## src/rtl/debug_trigger_unit.sv

```systemverilog
// debug_trigger_unit
//   Free-running cycle counter with NCH cycle-compare trigger channels, a
//   RUN/HALTED/STEP halt state machine, a sticky ebreak flag and a host
//   register window on the coprocessor IO bus.
// Ports
//   clk, reset            core clock, async active-high reset
//   debugEnable           0: triggers/ebreak-halt ignored, forced RUN, host writes dropped
//   hostWrite             host write strobe for coprocessorIOAddr
//   hostFreeze            host memory access in progress; stalls core and counter
//   coprocessorIOAddr     host register address (decoded when bit 12 = 1)
//   coprocessorIODataOut  host write data
//   coprocessorIODataIn   registered host read data (1-cycle latency, post-update)
//   ebreakSignal          EBREAK decoded pulse
//   coreStall             pipeline stall
//   cycleCount            current counter value
//   haltedFlag            state is HALTED
//   debugFlags            {channel hit sticky[NCH-1:0], ebreak sticky}
// CTRL reads {haltOnEbreak, state}; state encoding RUN=0, HALTED=1, STEP=2.
module debug_trigger_unit #(
  parameter int unsigned N   = 64,
  parameter int unsigned NCH = 4
) (
  input  logic         clk,
  input  logic         reset,
  input  logic         debugEnable,
  input  logic         hostWrite,
  input  logic         hostFreeze,
  input  logic [14:0]  coprocessorIOAddr,
  input  logic [N-1:0] coprocessorIODataOut,
  output logic [N-1:0] coprocessorIODataIn,
  input  logic         ebreakSignal,
  output logic         coreStall,
  output logic [N-1:0] cycleCount,
  output logic         haltedFlag,
  output logic [NCH:0] debugFlags
);

  localparam int unsigned FW = NCH + 1;

  typedef enum logic [1:0] {
    RUN    = 2'd0,
    HALTED = 2'd1,
    STEP   = 2'd2
  } haltState_e;

  haltState_e   state, stateNext;
  logic         haltOnEbreak, haltOnEbreakNext;
  logic [NCH:0] status, statusNext;
  logic [N-1:0] cycleNext;
  logic [N-1:0] compareReg [NCH];
  logic [N-1:0] compareNext [NCH];
  logic [N-1:0] periodReg [NCH];
  logic [N-1:0] periodNext [NCH];
  logic [1:0]   modeReg [NCH];
  logic [1:0]   modeNext [NCH];
  logic [N-1:0] readNext;

  logic [11:0]    regIdx;
  logic           hostWrEn, ctrlWr, advance;
  logic           haltReq, stepReq, resumeReq;
  logic [N-1:0]   cycleInc;
  logic [NCH-1:0] hit;
  logic [NCH:0]   clearMask;
  logic           unusedAddrBits;

  function automatic logic [11:0] chanAddr(input int unsigned k, input int unsigned sub);
    return 12'(32'h100 + 4 * k + sub);
  endfunction

  // Address bits above the 4K window are not decoded.
  assign unusedAddrBits = ^coprocessorIOAddr[14:13];

  assign regIdx     = coprocessorIOAddr[11:0];
  assign hostWrEn   = hostWrite & debugEnable & coprocessorIOAddr[12];
  assign ctrlWr     = hostWrEn && (regIdx == 12'h000);
  assign haltReq    = ctrlWr & coprocessorIODataOut[2];
  assign stepReq    = ctrlWr & coprocessorIODataOut[1];
  assign resumeReq  = ctrlWr & coprocessorIODataOut[0];
  assign coreStall  = hostFreeze | (state == HALTED);
  assign haltedFlag = (state == HALTED);
  assign debugFlags = status;
  assign advance    = ~coreStall;
  assign cycleInc   = cycleCount + N'(1);

  // Channels: hit-driven update first, a host write to the same register wins.
  always_comb begin
    compareNext = compareReg;
    periodNext  = periodReg;
    modeNext    = modeReg;
    hit         = '0;
    for (int unsigned k = 0; k < NCH; k++) begin
      hit[k] = debugEnable && (modeReg[k] != 2'b00) && advance && (cycleInc == compareReg[k]);
      if (hit[k]) begin
        if (modeReg[k] == 2'b10) modeNext[k] = 2'b00;
        else if (modeReg[k] == 2'b11) compareNext[k] = compareReg[k] + periodReg[k];
      end
      if (hostWrEn && (regIdx == chanAddr(k, 0))) compareNext[k] = coprocessorIODataOut;
      if (hostWrEn && (regIdx == chanAddr(k, 1))) periodNext[k]  = coprocessorIODataOut;
      if (hostWrEn && (regIdx == chanAddr(k, 2))) modeNext[k]    = coprocessorIODataOut[1:0];
    end
  end

  always_comb begin
    cycleNext = cycleCount;
    if (advance) cycleNext = cycleInc;
    if (hostWrEn && (regIdx == 12'h002)) cycleNext = coprocessorIODataOut;
  end

  // Sticky flags: new sets survive a same-edge write-1-to-clear.
  always_comb begin
    clearMask = '0;
    if (hostWrEn && (regIdx == 12'h001)) clearMask = FW'(coprocessorIODataOut);
    statusNext = (status & ~clearMask) | {hit, ebreakSignal & debugEnable};
  end

  assign haltOnEbreakNext = ctrlWr ? coprocessorIODataOut[3] : haltOnEbreak;

  always_comb begin
    stateNext = state;
    if (!debugEnable) begin
      stateNext = RUN;
    end else begin
      case (state)
        RUN:     if ((|hit) || haltReq || (ebreakSignal && haltOnEbreak)) stateNext = HALTED;
        HALTED:  if (haltReq) stateNext = HALTED;
                 else if (stepReq) stateNext = STEP;
                 else if (resumeReq) stateNext = RUN;
        STEP:    stateNext = HALTED;
        default: stateNext = RUN;
      endcase
    end
  end

  // Read data is muxed from next-state values so it reflects this edge's updates.
  always_comb begin
    readNext = '0;
    if (coprocessorIOAddr[12]) begin
      if (regIdx == 12'h000) readNext = N'({haltOnEbreakNext, stateNext});
      else if (regIdx == 12'h001) readNext = N'(statusNext);
      else if (regIdx == 12'h002) readNext = cycleNext;
      for (int unsigned k = 0; k < NCH; k++) begin
        if (regIdx == chanAddr(k, 0)) readNext = compareNext[k];
        if (regIdx == chanAddr(k, 1)) readNext = periodNext[k];
        if (regIdx == chanAddr(k, 2)) readNext = N'(modeNext[k]);
      end
    end
  end

  always_ff @(posedge clk or posedge reset) begin
    if (reset) begin
      state               <= RUN;
      haltOnEbreak        <= 1'b0;
      status              <= '0;
      cycleCount          <= '0;
      coprocessorIODataIn <= '0;
      for (int unsigned k = 0; k < NCH; k++) begin
        compareReg[k] <= '0;
        periodReg[k]  <= '0;
        modeReg[k]    <= '0;
      end
    end else begin
      state               <= stateNext;
      haltOnEbreak        <= haltOnEbreakNext;
      status              <= statusNext;
      cycleCount          <= cycleNext;
      coprocessorIODataIn <= readNext;
      compareReg          <= compareNext;
      periodReg           <= periodNext;
      modeReg             <= modeNext;
    end
  end

endmodule
```

## config.mk

```make
export PLATFORM = sky130hd
export DESIGN_NAME = debug_trigger_unit
export DESIGN_NICKNAME = d
export VERILOG_FILES = /design/src/rtl/debug_trigger_unit.sv
export SDC_FILE = /design/constraint.sdc
export NUM_CORES = 2
export LEC_CHECK = 0
export ABC_AREA = 0
export BUFFER_PORTS_ARGS = -buffer_cell sky130_fd_sc_hd__buf_2
export CAP_MARGIN = 30
export CORE_MARGIN = 2
export CORE_UTILIZATION = 33
export CTS_CLUSTER_SIZE = 16
export DETAILED_ROUTE_END_ITERATION = 12
export SYNTH_ARGS = -nofsm -noshare
export SYNTH_HDL_FRONTEND = slang
export SYNTH_SLANG_ARGS = --single-unit
```

## constraint.sdc

```tcl
create_clock -name clk -period 22.7 [get_ports clk]
set_input_delay 3.405 -clock clk [delete_from_list [all_inputs] [get_ports clk]]
set_output_delay 3.405 -clock clk [all_outputs]
set_load 0.01 [all_outputs]
```

* Yosys cells after proc, flatten, opt, wreduce, memory -nomap -nowiden
Cells that the tools add are included.
W data, S select, Z words.
** Storage, ports and cells
- Input bits :: 85
- Output and inout port bits :: 135
- Bits in registers :: 656
- Word-level logic and storage cells :: 156
** Operators by class
- Equality and inequality tests :: 28
- Reduce and logical (&&, ||, !) cells :: 37
- Mux-type cells :: 58
- Add/sub/neg operators :: 5
- Bitwise logic cells :: 11
** Operator list (count)
- $mux W64 :: 38
- $add A64 B64 Y64 :: 4
- $eq A64 B64 Y1 :: 4
- $eq A12 B9 Y1 const B :: 12
- $add A64 B1 Y64 const B :: 1
- $mux W2 :: 17
- $logic_and A1 B1 Y1 :: 28
- $eq A2 B2 Y1 const B :: 9
- $eq A12 B1 Y1 const B :: 1
- $eq A12 B2 Y1 const B :: 1
- $logic_not A12 Y1 :: 1
- $reduce_bool A2 Y1 :: 4
- $and A1 B1 Y1 :: 6
- $pmux W2 S3 :: 1
- $and A5 B5 Y5 :: 1
- $mux W5 :: 1
- $not A5 Y5 :: 1
- $or A5 B5 Y5 :: 1
- $reduce_or A4 Y1 :: 1
- $eq A2 B1 Y1 const B :: 1
- $logic_not A2 Y1 :: 1
- $logic_or A1 B1 Y1 :: 2
- $mux W1 :: 1
- $not A1 Y1 :: 1
- $or A1 B1 Y1 :: 1

* Logic depth before layout (Yosys ltp)
- Depth in word-level cells :: 25
- Gate-level depth with buffers :: 22
- Gate-level depth less buffers :: 17

* Worst setup path after synthesis
No wires, ideal clock.
- Path type :: input -> output
- Start :: input hostFreeze
- End :: output coreStall
- Stages on the path :: 3
- Data required time :: 19295 ps
- Setup slack :: 15175 ps
- Buffers on the path :: 1
- Arrival time :: 4120 ps
- Cells stage by stage :: nor2_1 -> clkinv_1 -> buf_1
** Between the ends
- Word-level cells in the longest chain between the ends :: 1
** RTL lines
- start, declared :: RTL line 27 : input logic hostFreeze,
- $or A1 B1 Y1 :: RTL line 79 : assign coreStall = hostFreeze | (state == HALTED);
- end, declared :: RTL line 32 : output logic coreStall,
Every way passes these cells.

==> summary.md <==
| Metric | Value |
|---|---|
| Critical-path cell list | `buf_2 > nor2b_1 > o211ai_1 > nor4_1 > o2111ai_1 > or4_1 > a2111oi_0 > nor4b_1 > and4_1 > and2_4 > buf_4 > mux2i_1 > a21oi_1 > a221oi_1 > o2bb2ai_1 > a22o_1` |
| Number of library cell types mapped by synthesis | `between 100 and 150` |
| Mux cell area share after synthesis | `9.29%` |
| Initial antenna violation count | `47` |
| Htree depth | `3` |
| CP max FO | `36` |
| Synth Area in Adders | `6.12%` |
| Internal | `about 2.1 mW` |
| GRT Util Overall | `37.6%` |
| Core ar. | `around 160000 um2` |
| Hold Path Class | `reg -> reg` |
| DRT antenna net count | `0` |
| Post-layout min period | `9.81 ns` |
| Worst Path Required | `23.27 ns` |
| Die ar. | `164000 um2` |
| Register area share after synthesis | `30.9%` |
| DR pass1 iterations | `6` |
| Total CTS buffers | `81` |
| Tot Pwr | `2.98 mW` |
| #FFs+latches synth | `656` |
| Gate power share | `around 9.7%` |
| Data arrival time of the worst path | `approximately 10 ns` |
| Peak VDD IR | `between 0.06 and 0.07 mV` |
| Clock skew | `0.0345 ns` |
| Crit path from | `debugEnable` |
| Fin area | `59600 um2` |
| Buffers on Ports | `approximately 220` |
| Fmax | `102 MHz` |
| P_sw | `834 uW` |
| Setup WS pre-CTS | `12.51 ns` |
| Resized Gates After CTS | `0` |
| Clock slew at reported path FFs | `~0.060 ns` |
| CTS tree | `built` |
| CTS root buffer | `clkbuf_16` |
| Post-synth EDFFs | `0` |
| Fin worst setup slack | `~13 ns` |
| Dominant synthesized flop cell | `dfrtp_1` |
| Sw frac | `28.0%` |
| First-pass GRT wire length | `429000 um` |
| Initial core utilization | `between 30% and 40%` |
| Top Ports | `220` |
| Clock Latency Late Sink | `0.73 ns` |
| Vias in the first global route | `51200` |
| Post-route DRC | `0` |
| YS warnings | `0` |
| Crit Path Class | `in -> reg` |
| Setup repair after global routing missed its margin | `false` |
| Synth-to-layout area growth | `12.4%` |
| Detailed-route via count | `around 55000` |
| Die Span Y | `405 um` |
| Fill count | `16300` |
| Rel. slew slack | `23.4%` |
| Hold path startpoint | `debugFlags[3]` |
| Compound-Gate Fraction of Synth Area | `22.8%` |
| Largest net degree at the start of global routing | `~150` |
| Clock power share | `49.6%` |
| Worst reg2reg path depth | `16` |
| RePlAce Congestion | `1.08` |
| Setup violators final | `0` |
| Final worst-path cycle share | `between 40% and 50%` |
| Synth Area in XOR/XNOR | `9.93%` |
| Slew Limit Fails | `0` |
| Hold Buf Count CTS | `0` |
| Synth Area in Simple Gates | `16.7%` |
| Cell area after synthesis | `~53000 um2` |
| Clock buffer depth | `3` |
| Std-Cell Rows | `147` |
| R2r startpoint | `cycleCount[32]` |
| Sequential Power Share | `~40%` |
| FFs w/ async S/R, synth | `100%` |
| Setup TNS | `0 ns` |
| Most common cell after layout, fill and taps aside | `nand2_1` |
| Least-Margin Pin Slew | `1.13 ns` |
| Die X | `just over 400 um` |
| Drt via density | `6.53` |
| Mapped Cells | `~6200` |
| Final WL | `317000 um` |
| Fraction of layout cells with a size suffix above 1 | `approximately 15%` |
| Worst hold slack | `approximately 0.52 ns` |
| Dpl hpwl | `250000 um` |
| Status | `finished, final reports clean` |
| Commonest non-fill, non-tap cells in the layout | `687 x nand2_1, 656 x dfrtp_1, 521 x o21ai_0` |
| Crit end category | `flop` |
| Wire per inst | `about 37 um` |
| WHS Path Cells | `2` |
| Syn nets | `6515` |
| Syn_area_per_cell | `approximately 8.6 um2` |
| Main combinational cell family by area after synthesis | `compound AO/OA/AOI/OAI gates` |
| GRT overflow | `0` |
| Slowest stage delay, CP | `0.97 ns` |
| Number of post-CTS setup repair buffers | `0` |
| 1st-iter DRT viols | `8088` |
| Pleak | `26.4 nW` |
| Power per standard cell area | `between 40 and 50 nW/um2` |
| Crit start category | `primary input` |
| DP Area | `56600 um2` |
| Clk sinks | `approximately 660` |
| Worst path slowest cell | `nor4b_1` |
| Nets | `6566` |
| Count of final hold-check violations | `0` |
| Maxcap violations | `0` |
==> critical path, delay by kind of cell <==
kind	cells	cell delay, ns
buffers and inverters	2	0.94
AOI/OAI and AO/OA	7	2.37
and+or+nand+nor	6	3.20
muxes	1	0.25
==> through the flow <==
step | std cells | utilization [%]
2_1_floorplan | 6173 | -
3_3_place_gp | 8288 | 35.3
3_5_place_dp | 8295 | 35.3
4_1_cts | 8445 | 37.1
5_1_grt | 8451 | 37.2
6_report | 8467 | 37.2
==> final timing paths <==
| path | endpoint | slack, ns |
|---|---|---|
| max in group asynchronous | compareReg[160] | 16.61 |
| hold reg to reg | debugFlags[3] | 0.52 |
| hold / removal | debugFlags[3] | 0.52 |
| setup / recovery | coprocessorIODataIn[21] | 12.89 |
| setup reg to reg | coprocessorIODataIn[53] | 13.29 |
| min in group asynchronous | coprocessorIODataIn[0] | 2.78 |
==> synthesized netlist by cell type (18+ instances only) <==
cell       number  area [um2]
xnor3_1        19         428
a221o_1        61         611
a22oi_1        40         300
o21bai_1       45         338
nor3_1         83         415
xor2_1        205        1800
clkbuf_1      308        1160
nor3b_1        22         165
dfrtp_1       656       16400
or3_1          25         156
o21ai_0       522        2610
and2_1         32         200
nand2_1       697        2620
o2111ai_1      22         193
buf_2          53         265
nor2_1        399        1500
a211oi_1       67         503
o211ai_1       50         375
a21o_1        135        1010
buf_1          20        75.1
nor4_1         42         263
nor2b_1        30         188
nand2b_1       49         307
inv_1          96         360
o31ai_1        23         173
or4_1          23         173
o21a_1         38         285
and4_1         24         210
and3_1         50         313
o221ai_1       23         201
buf_4          26         195
ha_1          253        3170
nand3_1       150         751
clkbuf_2       18        90.1
o22ai_1        40         250
a221oi_1       74         648
mux2i_1       193        1930
a211o_1        22         193
mux2_2        265        2980
xnor2_1       345        3020
nand4_1       117         732
a31oi_1        92         576
a21oi_1       435        2180
==> state kept, by name, indices dropped and copies added (netlist names) <==
| register | cells |
|---|---|
| compareReg | 256 |
| coprocessorIODataIn | 64 |
| cycleCount | 64 |
| debugFlags | 5 |
| haltOnEbreak | 1 |
| modeReg | 8 |
| periodReg | 256 |
| state | 2 |
==> power by group through the flow <==
stage               combinational (mW)  clock [mW]  sequential, mW
global route                     0.297        1.53            1.21
detailed placement               0.277           0            1.23
finish                           0.288        1.48            1.21
floorplan                        0.166           0            1.21
global placement                 0.275           0            1.23
CTS                              0.278        1.48            1.21
==> layout make-up <==
type | count | area, um2 | share of cell area, %
diodes | 16 | 40.0 | 0.0672
clock buffers | 121 | 2450 | 4.11
clock inverters | 29 | 500 | 0.840
inverters | 98 | 378 | 0.634
multi-input cells | 4983 | 34600 | 58.0
flip-flops and latches | 656 | 16400 | 27.5
well taps | 2160 | 2700 | 4.53
repair buffers | 404 | 2520 | 4.23
==> per-layer routing <==
metal  GRT usage (%)  up-vias  share of wire [%]
met5               0        -              0.048
met4            21.2       24                6.6
met3            11.5      866                 12
met2            54.0     3905                 41
met1            49.7    27500                 40
li1                -    22900                  -
==> kinds of logic after synthesis <==
kind of cell,after synthesis
AOI/OAI and AO/OA,1870
and+or+nand+nor,1827
buffers and inverters,534
muxes,459
DFF,656
xor gates and xnor gates,570
adders and majority gates,257
(Power assumes the default switching activity.)
